==> src/rtl/store_rmw_unit.sv <==
`default_nettype none
// ============================================================================
// store_rmw_unit: SB/SH/SW stores to a word-only memory via read-modify-write
// Revision: 1.0
// ============================================================================
module store_rmw_unit #(
  parameter int ADDR_W    = 32,
  parameter bit SW_BYPASS = 1'b1
) (
  input  logic              clk,
  input  logic              rst,
  input  logic              req_valid,
  output logic              req_ready,
  input  logic [2:0]        funct3,
  input  logic [ADDR_W-1:0] addr,
  input  logic [31:0]       wdata,
  output logic              done,
  output logic              misaligned,
  output logic              illegal,
  output logic [ADDR_W-1:0] mem_addr,
  output logic              mem_re,
  input  logic [31:0]       mem_rdata,
  input  logic              mem_rvalid,
  output logic              mem_we,
  output logic [31:0]       mem_wdata,
  input  logic              mem_wack
);

  typedef enum logic [1:0] {
    S_IDLE  = 2'd0,
    S_READ  = 2'd1,
    S_WRITE = 2'd2,
    S_RESP  = 2'd3
  } state_t;

  localparam logic [2:0] c_f3_sb = 3'd0;
  localparam logic [2:0] c_f3_sh = 3'd1;
  localparam logic [2:0] c_f3_sw = 3'd2;

  state_t            r_state;
  state_t            w_state_nxt;
  logic [2:0]        r_funct3;
  logic [ADDR_W-1:0] r_addr;
  logic [31:0]       r_wbuf;
  logic              r_misaligned;
  logic              r_illegal;

  logic              w_req_illegal;
  logic              w_req_misaligned;
  logic              w_accept;
  logic [31:0]       w_merged;

  assign w_req_illegal    = (funct3 != c_f3_sb) && (funct3 != c_f3_sh) && (funct3 != c_f3_sw);
  assign w_req_misaligned = ((funct3 == c_f3_sh) && addr[0]) ||
                            ((funct3 == c_f3_sw) && (addr[1:0] != 2'b00));
  assign w_accept         = (r_state == S_IDLE) && req_valid;

  // r_wbuf holds the raw store data until the read returns, then the merged word.
  always_comb begin
    w_merged = mem_rdata;
    case (r_funct3)
      c_f3_sb: w_merged[{r_addr[1:0], 3'b000} +: 8]  = r_wbuf[7:0];
      c_f3_sh: w_merged[{r_addr[1], 4'b0000} +: 16]  = r_wbuf[15:0];
      default: w_merged = r_wbuf;
    endcase
  end

  always_ff @(posedge clk or posedge rst) begin
    if (rst) begin
      r_state      <= S_IDLE;
      r_funct3     <= 3'd0;
      r_addr       <= '0;
      r_wbuf       <= 32'd0;
      r_misaligned <= 1'b0;
      r_illegal    <= 1'b0;
    end else begin
      r_state <= w_state_nxt;
      if (w_accept) begin
        r_funct3     <= funct3;
        r_addr       <= addr;
        r_wbuf       <= wdata;
        r_illegal    <= w_req_illegal;
        r_misaligned <= w_req_misaligned && !w_req_illegal;
      end else if ((r_state == S_READ) && mem_rvalid) begin
        r_wbuf <= w_merged;
      end
    end
  end

  always_comb begin
    w_state_nxt = r_state;
    req_ready   = 1'b0;
    mem_re      = 1'b0;
    mem_we      = 1'b0;
    done        = 1'b0;
    misaligned  = 1'b0;
    illegal     = 1'b0;
    case (r_state)
      S_IDLE: begin
        req_ready = 1'b1;
        if (req_valid) begin
          if (w_req_illegal || w_req_misaligned)
            w_state_nxt = S_RESP;
          else if ((funct3 == c_f3_sw) && SW_BYPASS)
            w_state_nxt = S_WRITE;
          else
            w_state_nxt = S_READ;
        end
      end
      S_READ: begin
        mem_re = 1'b1;
        if (mem_rvalid) w_state_nxt = S_WRITE;
      end
      S_WRITE: begin
        mem_we = 1'b1;
        if (mem_wack) w_state_nxt = S_RESP;
      end
      S_RESP: begin
        done        = 1'b1;
        misaligned  = r_misaligned;
        illegal     = r_illegal;
        w_state_nxt = S_IDLE;
      end
      default: w_state_nxt = S_IDLE;
    endcase
  end

  assign mem_addr  = {r_addr[ADDR_W-1:2], 2'b00};
  assign mem_wdata = r_wbuf;

endmodule
`default_nettype wire

==> config.mk <==
export PLATFORM = sky130hd
export DESIGN_NAME = store_rmw_unit
export DESIGN_NICKNAME = d
export VERILOG_FILES = /design/src/rtl/store_rmw_unit.sv
export SDC_FILE = /design/constraint.sdc
export NUM_CORES = 1
export LEC_CHECK = 0
export ABC_CLOCK_PERIOD_IN_PS = 2290
export BUFFER_PORTS_ARGS = -buffer_cell sky130_fd_sc_hd__buf_2
export CORE_UTILIZATION = 26
export CTS_CLUSTER_SIZE = 16
export DETAILED_ROUTE_END_ITERATION = 12
export PLACE_DENSITY = 0.58
export SLEW_MARGIN = 20
export SYNTH_ARGS = -nofsm -noshare
export SYNTH_HDL_FRONTEND = slang
export SYNTH_SLANG_ARGS = --single-unit
==> constraint.sdc <==
create_clock -name clk -period 2.29 [get_ports clk]
set_clock_uncertainty 0.15 [all_clocks]
set_input_delay 0.229 -clock clk [delete_from_list [all_inputs] [get_ports clk]]
set_output_delay 0.229 -clock clk [all_outputs]
set_load 0.02 [all_outputs]
==> results of run 1 <==
final cells by class:
class	instances	area, µm²	share of cell area [%]
Tap cell	180	225	4.10
Inverter	10	38.8	0.706
Clock inverter	3	65.1	1.18
Clock buffer	13	260	4.74
Antenna cell	1	2.50	0.0456
Multi-Input combinational cell	282	1690	30.8
Sequential cell	71	1780	32.4
Timing Repair Buffer	231	1430	26.0
stage by stage:
| step | total power, mW | hold WS [ns] | instance area (µm²) | utilization (%) | std cells |
|---|---|---|---|---|---|
| 3_3_place_gp | 5.82 | 0.213 | 4720 | 33.5 | 730 |
| 4_1_cts | 7.55 | 0.000330 | 5490 | 38.9 | 790 |
| 2_1_floorplan | 4.96 | 0.177 | 3830 | - | 416 |
| 5_1_grt | 8.00 | 0.0168 | 5490 | 38.9 | 790 |
| 3_5_place_dp | 5.93 | 0.225 | 4720 | 33.5 | 730 |
| 6_report | 7.47 | 0.00536 | 5490 | 39.0 | 791 |
worst max-delay path, cell delays in order, from the launching register on:
cell and delay, ns:
sky130_fd_sc_hd__dfrtp_1 0.38, sky130_fd_sc_hd__inv_1 0.15, sky130_fd_sc_hd__ha_1 0.30, sky130_fd_sc_hd__nor2_1 0.12, sky130_fd_sc_hd__nand3_1 0.10, sky130_fd_sc_hd__a21oi_2 0.40, sky130_fd_sc_hd__mux2_1 0.38
power by group through the flow:
stage | Clock, mW | Combinational [mW] | Sequential [mW]
floorplan | 0 | 2.39 | 2.57
global placement | 0 | 3.47 | 2.35
detailed placement | 0 | 3.55 | 2.38
CTS | 1.57 | 3.62 | 2.36
global route | 1.63 | 3.94 | 2.44
finish | 1.52 | 3.59 | 2.36
routing by layer:
| layer | wire [µm] | track usage, % | part of all wire, % |
|---|---|---|---|
| met1 | 5180 | 18.9 | 43 |
| met2 | 5830 | 26.9 | 49 |
| met3 | 763 | 4.43 | 6.3 |
| met4 | 226 | 7.23 | 1.9 |
| met5 | 22 | 0 | 0.18 |
cell usage in the layout, fill, tap and decap left out, types with 6 or more instances in the layout:
cell type                       count
sky130_fd_sc_hd__o2bb2ai_1          8
sky130_fd_sc_hd__a221oi_1          16
sky130_fd_sc_hd__nor2_1            19
sky130_fd_sc_hd__dlygate4sd3_1     44
sky130_fd_sc_hd__ha_1              10
sky130_fd_sc_hd__a211o_1            8
sky130_fd_sc_hd__o21ai_0            6
sky130_fd_sc_hd__a31oi_1            9
sky130_fd_sc_hd__o22ai_1            8
sky130_fd_sc_hd__buf_4             15
sky130_fd_sc_hd__a22o_1             8
sky130_fd_sc_hd__inv_1              9
sky130_fd_sc_hd__dfrtp_1           71
sky130_fd_sc_hd__mux2i_1            9
sky130_fd_sc_hd__nand2_1          119
sky130_fd_sc_hd__mux2_1             8
sky130_fd_sc_hd__buf_2            171
sky130_fd_sc_hd__nand2b_1           8
sky130_fd_sc_hd__clkbuf_16          9
sky130_fd_sc_hd__a21oi_1           17
cells by family (layout without fill, tap and decap cells):
family / Yosys count / in the layout / share of synthesized area [%]
AND/OR/NAND/NOR: 163 / 163 / 18.5
AO/OA/AOI/OAI: 90 / 90 / 17.5
flip-flops: 71 / 71 / 46.4
buffers and inverters: 63 / 257 / 9.51
multiplexers: 17 / 17 / 4.71
adder cells (fa/ha/maj): 10 / 10 / 3.27
other: 1 / 3 / 0.0980
registers in the layout (all words and copies together), names as in the netlist:
name          cells
r_state           2
r_addr           32
r_illegal         1
r_misaligned      1
mem_wdata        32
r_funct3          3
path summary, 6_finish.rpt:
| kind | endpoint | slack (ns) | cells past startpoint | from |
|---|---|---|---|---|
| max | mem_wdata[5] | 0.19 | 6 | r_addr[1] |
| max in group asynchronous | mem_wdata[13] | 0.91 | 4 | rst |
| min in group asynchronous | r_addr[7] | 0.40 | 3 | rst |
| min | mem_wdata[27] | 0.005 | 3 | wdata[27] |
| max reg2reg | mem_wdata[5] | 0.19 | 6 | r_addr[1] |
| min reg2reg | r_addr[25] | 0.32 | 2 | r_addr[25] |
cell usage after synthesis, drive strengths merged:
cell     instances
a22o             8
and2             4
clkbuf           9
nand2b           8
o21ai            6
nand3            1
o2bb2ai          8
a222oi           1
o31ai            1
o211ai           2
nor2b            1
ha              10
inv             10
or3b             1
mux2             8
nand4bb          1
buf             44
dfrtp           71
nor3             2
nand2          120
nand4b           1
a221oi          16
nor2            19
nor4b            1
nor3b            1
a21oi           20
o22ai            8
mux2i            9
a31oi            9
a211oi           3
conb             1
nor4bb           3
a211o            8
==> results summary, run 1 <==
The run finished with clean final reports. The height of the chip is 123 µm. Detailed placement ended at an HPWL of between 8000 and 9000 µm. The worst path setup slack after routing is approximately 0.19 ns. The worst endpoint required time is around 2.4 ns. The initial antenna violation count is 3. The number of fill cells is ~1400. The number of global-route vias before repair came to ~3600. The area of the core came out at 14100 µm².

After detailed routing, the average wire length per cell comes to roughly 15 µm. The clock transition at the registers of the reported paths came out at 0.05 ns. The switching power share of the total came out at a little over two fifths.

The number of resized instances in the post-cts repair step came out at 0. The number of storage elements in the synthesis netlist is 71. The mapped netlist covers around 3800 µm².

The Yosys step of the flow raised 0 warnings. The initialized floorplan defines between 40 and 50 standard-cell rows. The synthesized area per cell is 9.22 µm². The maximum clock frequency came out at approximately 480 MHz. The worst setup slack after placement came out at 0.171 ns. For this design the total switching power over the nets is 3.19 mW. The area added between synthesis and finish came out at 43.5%. Setup repair after global routing left no endpoint under its margin. The worst pin sits at a relative slew slack of about half. Entering global routing, the biggest net connects 42 pins. After synthesis, the largest area contributor takes up between 40% and 50% of total cell area. Internal power comes to ~4.3 mW.

The remaining design rule violation count is 0. The count of input and output buffers is 171. The number of setup buffers added after CTS is 0. The part of the power in combinational logic came out at a little under half.

The power density over the cells is between 1000 and 1500 nW/µm². The total wire length is 12000 µm. Ranked by total cell area, the synthesized netlist is headed by sky130_fd_sc_hd__dfrtp_1 (46%), sky130_fd_sc_hd__nand2_1 (12%), sky130_fd_sc_hd__buf_4 (6.3%).

The worst setup path is launched from a register. The final critical path takes up between 90 and 100% of the cycle. The register area share after synthesis came out at 46.4%. During I/O placement, the number of pins put on the boundary was between 150 and 200. The number of distinct library cells after synthesis came out at 38. TritonCTS built the clock tree.

The count of endpoints failing hold in the final timing report is 0. The final total negative setup slack is 0 ns. The clock period minus final worst setup slack came out at 2.10 ns. Once detail routing completed, the nets flagged for antenna violations numbered 0. The total iterations of the first detailed-routing run came out at 5.

Using the TritonRoute via totals, the vias-per-cell ratio works out to about 4.7. The worst-path maximum fanout came out at 8. Setup violations remaining at the end of the flow were counted as 0.

The final route contains roughly 3700 vias. The slew at the pin with the worst max-slew slack is around 0.73 ns. The data arrival time at the worst-slack endpoint came out at about 2.2 ns. The analysis attributes to cell leakage a power of around 2.8 nW. The worst setup path is captured at a register. The ratio of cells with drive above 1 in the final layout is 34.8%. In this run the horizontal extent of the chip is 123 µm. The initial cell density of the core is around 27%. The path type of the worst setup path is register to register. The number of buffers inserted during clock tree synthesis is 9. Hold repair after CTS inserted 44 buffers. The clock passes through at most 2 buffers. The overall die area is around 15000 µm². Clock tree synthesis selected as its root buffer the cell sky130_fd_sc_hd__clkbuf_16. sky130_fd_sc_hd__dfrtp_1 takes more of the synthesized area than any other cell. For this run, the total global-route usage over all layers was measured as 16.0%.

The latest clock arrival within the worst-skew pair is approximately 0.33 ns. The sequential group share of total power is about a third. Synthesis handed over a netlist of between 400 and 500 instances. The worst supply voltage drop on vdd came out at 0.537 mV.

The number of max-slew violations in the final report was 0. The wire length of the first global-routing pass came out at between 15000 and 20000 µm. The type of the worst min-delay path is input port to register. The iteration-0 DRC count of the detailed router is 173. The H-tree was split into 3 levels. The net count of the finished layout is between 700 and 800.

The clock sink count is 71. The max-capacitance violation count came out at 0. The remaining global-route overflow is 0. The clock network fraction of design power is just over 20%. At the end of routability-driven placement, the weighted congestion stood at roughly 0.9.
No activity file was read; power rests on OpenSTA's default activity.
==> run 2: changes to the inputs <==
Settings changed: CORE_UTILIZATION 26 to 30, PLACE_DENSITY 0.58 to 0.64.
==> results summary, run 2 (synthesis gave the netlist of run 1 again) <==
The area of the core was 12200 µm² (-13%). The total number of vias came out at 3722 (+0.40%). The met2 track demand over resource is 30.9% (+4.0 points). The clock period minus final worst setup slack came out at 2.09 ns (-0.0101 ns). The sequential group share of total power came out at 31.5% (about the same). The worst setup path is captured at a register. The switching power share of the total came to 43.4% (+0.68 points).

The area added between synthesis and finish is 42.2%. TritonCTS built the clock tree. The final period utilization came out at 91.5% (-0.44 points).

The wire length of the first global-routing pass came out at 18500 µm (+2.6%). The remaining antenna violation count is 0 (unchanged). The worst setup slack after placement came to 0.209 ns (+0.0386 ns).

The global routing stage identified its most utilized layer as met2. The cell row count is 40 (-7.0%). The average routed wire per standard cell was 15.7 µm (+3.4%). The initial antenna violation count is 2 (-1).

The count of endpoints failing hold in the final timing report is 0 (unchanged). The worst-path maximum fanout is 26 (+18). The max-capacitance violation count is 0 (unchanged). The static leakage power came out at 2.75 nW (-1.1%). The met3 track demand over resource in global routing came to 2.79% (-1.6 points). The final setup violation count came out at 0 (unchanged). The number of global-route vias before repair came out at 3628 (+2.1%). The maximum clock frequency is 477 MHz (+0.48%). The internal power summed over all cells came out at 4.22 mW (-1.3%). The slew at the pin with the worst max-slew slack came out at 0.539 ns (-0.190 ns). The number of resized instances in the post-cts repair step was 0 (unchanged). The worst-case clock buffer depth came out at 2 (unchanged). The met1 global-route usage is 24.0% (+5.1 points).

The iteration-0 DRC count of the detailed router came out at 181 (+4.6%). The height of the chip came out at 115 µm (-6.8%). The clock sink count came out at 71 (unchanged). The flow ran to the end, and the final reports show no timing, DRC or antenna violations. The largest net degree at the start of global routing came to 72 (+71%). The initial cell density of the core came to 31.3% (+4.2 points). The depth of the worst register-to-register path is 8 (+2). The tightest slew margin relative to the limit was 63.9% (+13 points). The worst supply voltage drop on vdd came out at 0.505 mV (-6.0%). The routability congestion estimate from global placement is 0.831 (-5.3%). The global routing usage summed across all routing layers is 18.5% (+2.6 points). The layout net count was 714 (-0.70%). The number of buffers inserted during clock tree synthesis came to 9 (unchanged). The power spent charging and discharging nets came out at 3.24 mW (+1.5%). The total iterations of the first detailed-routing run was 5 (unchanged). The quantity of hold-fixing buffers added after cts came out at 41 (-6.8%). STA classifies the critical path startpoint as a register. The post-place instance area came to 4710 µm² (-0.37%).

The final total negative setup slack came to 0 ns (unchanged). The remaining global-route overflow came out at 0 (unchanged). The final core utilization is 44.6% (+5.6 points). The cell at the root of the clock tree is sky130_fd_sc_hd__clkbuf_16. The remaining design rule violation count came out at 0 (unchanged).

The count of input and output buffers was 171 (unchanged). The HPWL after detailed placement came out at 8550 µm (-4.7%). The latest clock arrival within the worst-skew pair is 0.33 ns (about the same). The number of cells on the worst hold path came out at 3 (unchanged).

Leaving out fill and tap cells, the most frequent cells in the layout are sky130_fd_sc_hd__buf_2 (171), sky130_fd_sc_hd__nand2_1 (119), sky130_fd_sc_hd__dfrtp_1 (71), sky130_fd_sc_hd__dlygate4sd3_1 (41), sky130_fd_sc_hd__nor2_1 (19). The critical path is of the register to register type. The horizontal die dimension is 115 µm (-6.8%). The library cell used most frequently in the layout, excluding fill and tap cells, is sky130_fd_sc_hd__buf_2. The number of fill cells is 1237 (-13%). The ratio of cells with drive above 1 in the final layout is 34.9% (+0.12 points). The total wire length came out at 12200 µm (+1.3%).

The detailed-route vias per instance is 4.80 (+2.5%). Setup repair after global routing left no endpoint under its margin. The worst endpoint required time is 2.35 ns (about the same). The post-route standard cell area excluding fillers came out at 5440 µm² (-0.89%). The worst path setup slack after routing came out at 0.196 ns (+0.0101 ns). The number of max-slew violations in the final report is 0 (unchanged). The clock network fraction of design power is 20.6% (+0.2 points). The overall die area came out at 13200 µm² (-13%).

The clock transition at the registers of the reported paths was 0.07 ns (+0.02 ns). The CTS H-tree depth is 3 (unchanged). The part of the power in combinational logic came out at 47.9% (about the same). The power density over the cells is 1370 nW/µm² (+0.81%). The min-delay analysis places its worst path in the category input port to register. The data arrival time at the worst-slack endpoint came out at 2.16 ns (about the same).

The number of setup buffers added after CTS came out at 0 (unchanged). The number of primary I/O pins came out at 174 (unchanged).
-- run 2: metal layers --
metal	share of wire, %	wire length (µm)
met1	43	5280
met2	49	6010
met3	5.5	668
met4	1.9	232
met5	0	0
-- run 2: final cells by class --
cell class                 instances  area, µm²  share of cell area (%)
sequential                        71       1780                    32.6
multi-input combinational        282       1690                    31.1
antenna                            2       5.00                  0.0920
inverter                          10       38.8                   0.713
timing repair buffer             226       1400                    25.7
tap                              168        210                    3.86
clock buffer                      10        229                    4.21
clock inverter                     6       92.6                    1.70
-- run 2: power by group through the flow --
stage	clock, mW	sequential (mW)	combinational (mW)
after CTS	1.57	2.35	3.60
final	1.53	2.35	3.58
after global routing	1.62	2.42	3.93
after floorplan	0	2.57	2.39
after global placement	0	2.35	3.46
after detailed placement	0	2.37	3.54
-- run 2: stage by stage --
step / hold slack, ns / cells / total power [mW]
detailed placement: 0.194 / 716 / 5.91
CTS: 0.000695 / 773 / 7.52
global placement: 0.181 / 716 / 5.81
floorplan: 0.177 / 416 / 4.96
global route: 0.0153 / 775 / 7.97
finish: 0.00705 / 775 / 7.46
-- run 2: critical path, cell delays in order, from the launching register on --
cell	delay, ns
sky130_fd_sc_hd__dfrtp_1	0.37
sky130_fd_sc_hd__inv_1	0.10
sky130_fd_sc_hd__ha_1	0.24
sky130_fd_sc_hd__nand4bb_1	0.15
sky130_fd_sc_hd__buf_4	0.32
sky130_fd_sc_hd__a211oi_2	0.08
sky130_fd_sc_hd__buf_4	0.18
sky130_fd_sc_hd__a221oi_1	0.27
sky130_fd_sc_hd__o2bb2ai_1	0.11
-- run 2: worst paths after layout --
check,startpoint,to,slack [ns]
worst max-delay path,r_state[1],mem_wdata[20],0.20
max in group asynchronous,rst,r_addr[7],1.27
worst min-delay path,wdata[17],mem_wdata[17],0.007
worst min register to register,r_addr[25],r_addr[25],0.32
worst max register to register,r_state[1],mem_wdata[20],0.20
min in group asynchronous,rst,r_addr[10],0.35
==> run 3: changes to the inputs <==
Settings changed: CTS_BUF_LIST from default to sky130_fd_sc_hd__clkbuf_4, TNS_END_PERCENT from default to 50.
==> results summary, run 3 (synthesis gave the netlist of run 1 again) <==
The run finished with clean final reports. The maximum clock frequency is 474 MHz (-0.72%). The cell row count was 40 (unchanged).

The max-capacitance violation count came out at 0 (unchanged). The power density over the cells came to 1200 nW/µm² (-12%). The worst supply voltage drop on vdd is 0.520 mV (+2.9%). The data arrival time at the worst-slack endpoint came to 2.30 ns (+0.14 ns). The ratio of cells with drive above 1 in the final layout was 32.3% (-2.6 points). The antenna diode count is 0 (-2). The detailed-route vias per instance is 4.80 (about the same).

The remaining antenna violation count came out at 0 (unchanged). The final total negative setup slack came out at 0 ns (unchanged). The tightest slew margin relative to the limit came out at 64.4% (+0.47 points).

The CTS H-tree depth is 3 (unchanged). The path type of the worst setup path is register to register. The final setup violation count came out at 0 (unchanged). The routability congestion estimate from global placement came out at 0.831 (unchanged). The clock period minus final worst setup slack is 2.11 ns (+0.0153 ns). The average routed wire per standard cell was 15.6 µm (-0.46%). The worst endpoint required time is 2.48 ns (+0.13 ns).

The global routing usage summed across all routing layers came out at 19.6% (+1.1 points). The count of input and output buffers is 171 (unchanged). The static leakage power was 2.90 nW (+5.4%). The worst setup path is launched from a register.

The worst hold path belongs to the class input port to register. The number of setup buffers added after CTS came to 0 (unchanged). Setup repair after global routing left no endpoint under its margin. The depth of the worst register-to-register path is 7 (-1). The number of max-slew violations in the final report is 0 (unchanged).

The area of the core is 12200 µm² (unchanged). The total iterations of the first detailed-routing run came out at 6 (+1). The initial cell density of the core is 31.3% (unchanged). The clock transition at the registers of the reported paths was 0.14 ns (+0.07 ns).

The total number of vias came out at 3956 (+6.3%). The final period utilization is 92.1% (+0.67 points). The library cells used most frequently in the layout, excluding fill and tap cells, are sky130_fd_sc_hd__buf_2 (171), sky130_fd_sc_hd__nand2_1 (119), sky130_fd_sc_hd__dlygate4sd3_1 (92), sky130_fd_sc_hd__dfrtp_1 (71), sky130_fd_sc_hd__nor2_1 (19). Leaving out fill and tap cells, the most frequent cell in the layout is sky130_fd_sc_hd__buf_2. The number of buffers inserted during clock tree synthesis came to 9 (unchanged). The worst-path maximum fanout came out at 8 (-69%). The total wire length is 12900 µm (+5.8%). The horizontal die dimension is 115 µm (unchanged).

The area added between synthesis and finish is 51.5%. The latest clock arrival within the worst-skew pair came out at 0.43 ns (+0.10 ns). The clock sink count came out at 71 (unchanged). TritonCTS built the clock tree. The count of endpoints failing hold in the final timing report came out at 0 (unchanged). The largest net degree at the start of global routing came out at 72 (unchanged). The final core utilization came out at 47.5% (+2.9 points). On the critical path, the stage with the largest delay is an instance of sky130_fd_sc_hd__dfrtp_1. The layout net count came out at 765 (+7.1%). The iteration-0 DRC count of the detailed router came to 188 (+3.9%). The slew at the pin with the worst max-slew slack came out at 0.532 ns (-0.00701 ns). The remaining design rule violation count came out at 0 (unchanged). The cell at the root of the clock tree is sky130_fd_sc_hd__clkbuf_4. The number of cells on the worst hold path came out at 4 (+1).

The height of the chip is 115 µm (unchanged). The number of global-route vias before repair came out at 3936 (+8.5%). The signal on the critical path passes through inv_1 -> ha_1 -> nor4bb_1 -> buf_4 -> a221oi_1 -> a211o_1 -> a21oi_1. The delay of the slowest critical-path stage came out at 0.40 ns (+0.03 ns).

The wire length of the first global-routing pass came out at 19800 µm (+6.8%). The number of primary I/O pins came to 174 (unchanged). The remaining global-route overflow is 0 (unchanged). The worst setup path is captured at a register. The worst-case clock buffer depth is 2 (unchanged).

The HPWL after detailed placement came out at 8550 µm (unchanged). The initial antenna violation count came to 0 (-2). The overall die area is 13200 µm² (unchanged).
==> run 3: changes by cell type in the layout (fill, tap and decap cells not counted), moves of 2 or more <==
cell / before / now
sky130_fd_sc_hd__clkbuf_16: 9 / 0
sky130_fd_sc_hd__diode_2: 2 / 0
sky130_fd_sc_hd__dlygate4sd3_1: 41 / 92
sky130_fd_sc_hd__clkbuf_4: 0 / 10
==> run 3: area by class of cell <==
class	count	area, µm²
Clock buffer	10	75.1
Timing Repair Buffer	277	1910
Tap cell	168	210
Sequential cell	71	1780
Fill cell	1196	6410
Inverter	10	38.8
Clock inverter	6	92.6
Multi-Input combinational cell	282	1690
==> run 3: metal layers <==
metal	track usage (%)	vias to the layer above	share of wire (%)
met5	0	-	0
met4	9.26	0	3.2
met3	3.80	37	5.8
met2	32.6	187	48
met1	24.7	1858	43
li1	-	1874	-
==> run 3: what timing repair did <==
action                                 4_1_cts  5_1_grt
hold buffers                                92        0
setup endpoints to repair                    0        1
resized for setup                            0        1
endpoints found under the hold margin      140        0
==> run 3: worst max-delay path, delay by kind of cell, from the launching register on <==
kind / cells / cell delay [ns]
AO/OA/AOI/OAI: 3 / 0.49
flip-flops: 1 / 0.40
buffers and inverters: 2 / 0.36
AND/OR/NAND/NOR: 1 / 0.32
adder cells (fa/ha/maj): 1 / 0.30
==> run 3: stage by stage <==
| stage | cells | hold WS (ns) | total power [mW] | worst slack (ns) | cell area, µm² |
|---|---|---|---|---|---|
| after global placement | 716 | 0.181 | 5.81 | 0.229 | 4710 |
| after CTS | 824 | 0.0652 | 7.00 | 0.195 | 5790 |
| after global routing | 824 | 0.0850 | 7.48 | 0.0238 | 5800 |
| final | 824 | 0.102 | 6.97 | 0.180 | 5800 |
| after floorplan | 416 | 0.177 | 4.96 | 0.114 | 3830 |
| after detailed placement | 716 | 0.194 | 5.91 | 0.209 | 4710 |
==> run 3: worst paths after layout <==
| check | startpoint | slack (ns) | to |
|---|---|---|---|
| max | r_addr[1] | 0.18 | mem_wdata[26] |
| min | mem_rdata[30] | 0.10 | mem_wdata[30] |
| max reg2reg | r_addr[1] | 0.18 | mem_wdata[26] |
| min reg2reg | r_addr[11] | 0.34 | r_addr[11] |
| max in group asynchronous | rst | 1.38 | r_addr[7] |
| min in group asynchronous | rst | 0.24 | r_addr[10] |
==> run 3: report_power, final <==
group	internal [mW]	total [mW]	switching [mW]
Combinational	1.45	3.66	2.21
Sequential	1.86	2.34	0.483
Clock	0.462	0.965	0.503
Total	3.77	6.97	3.19
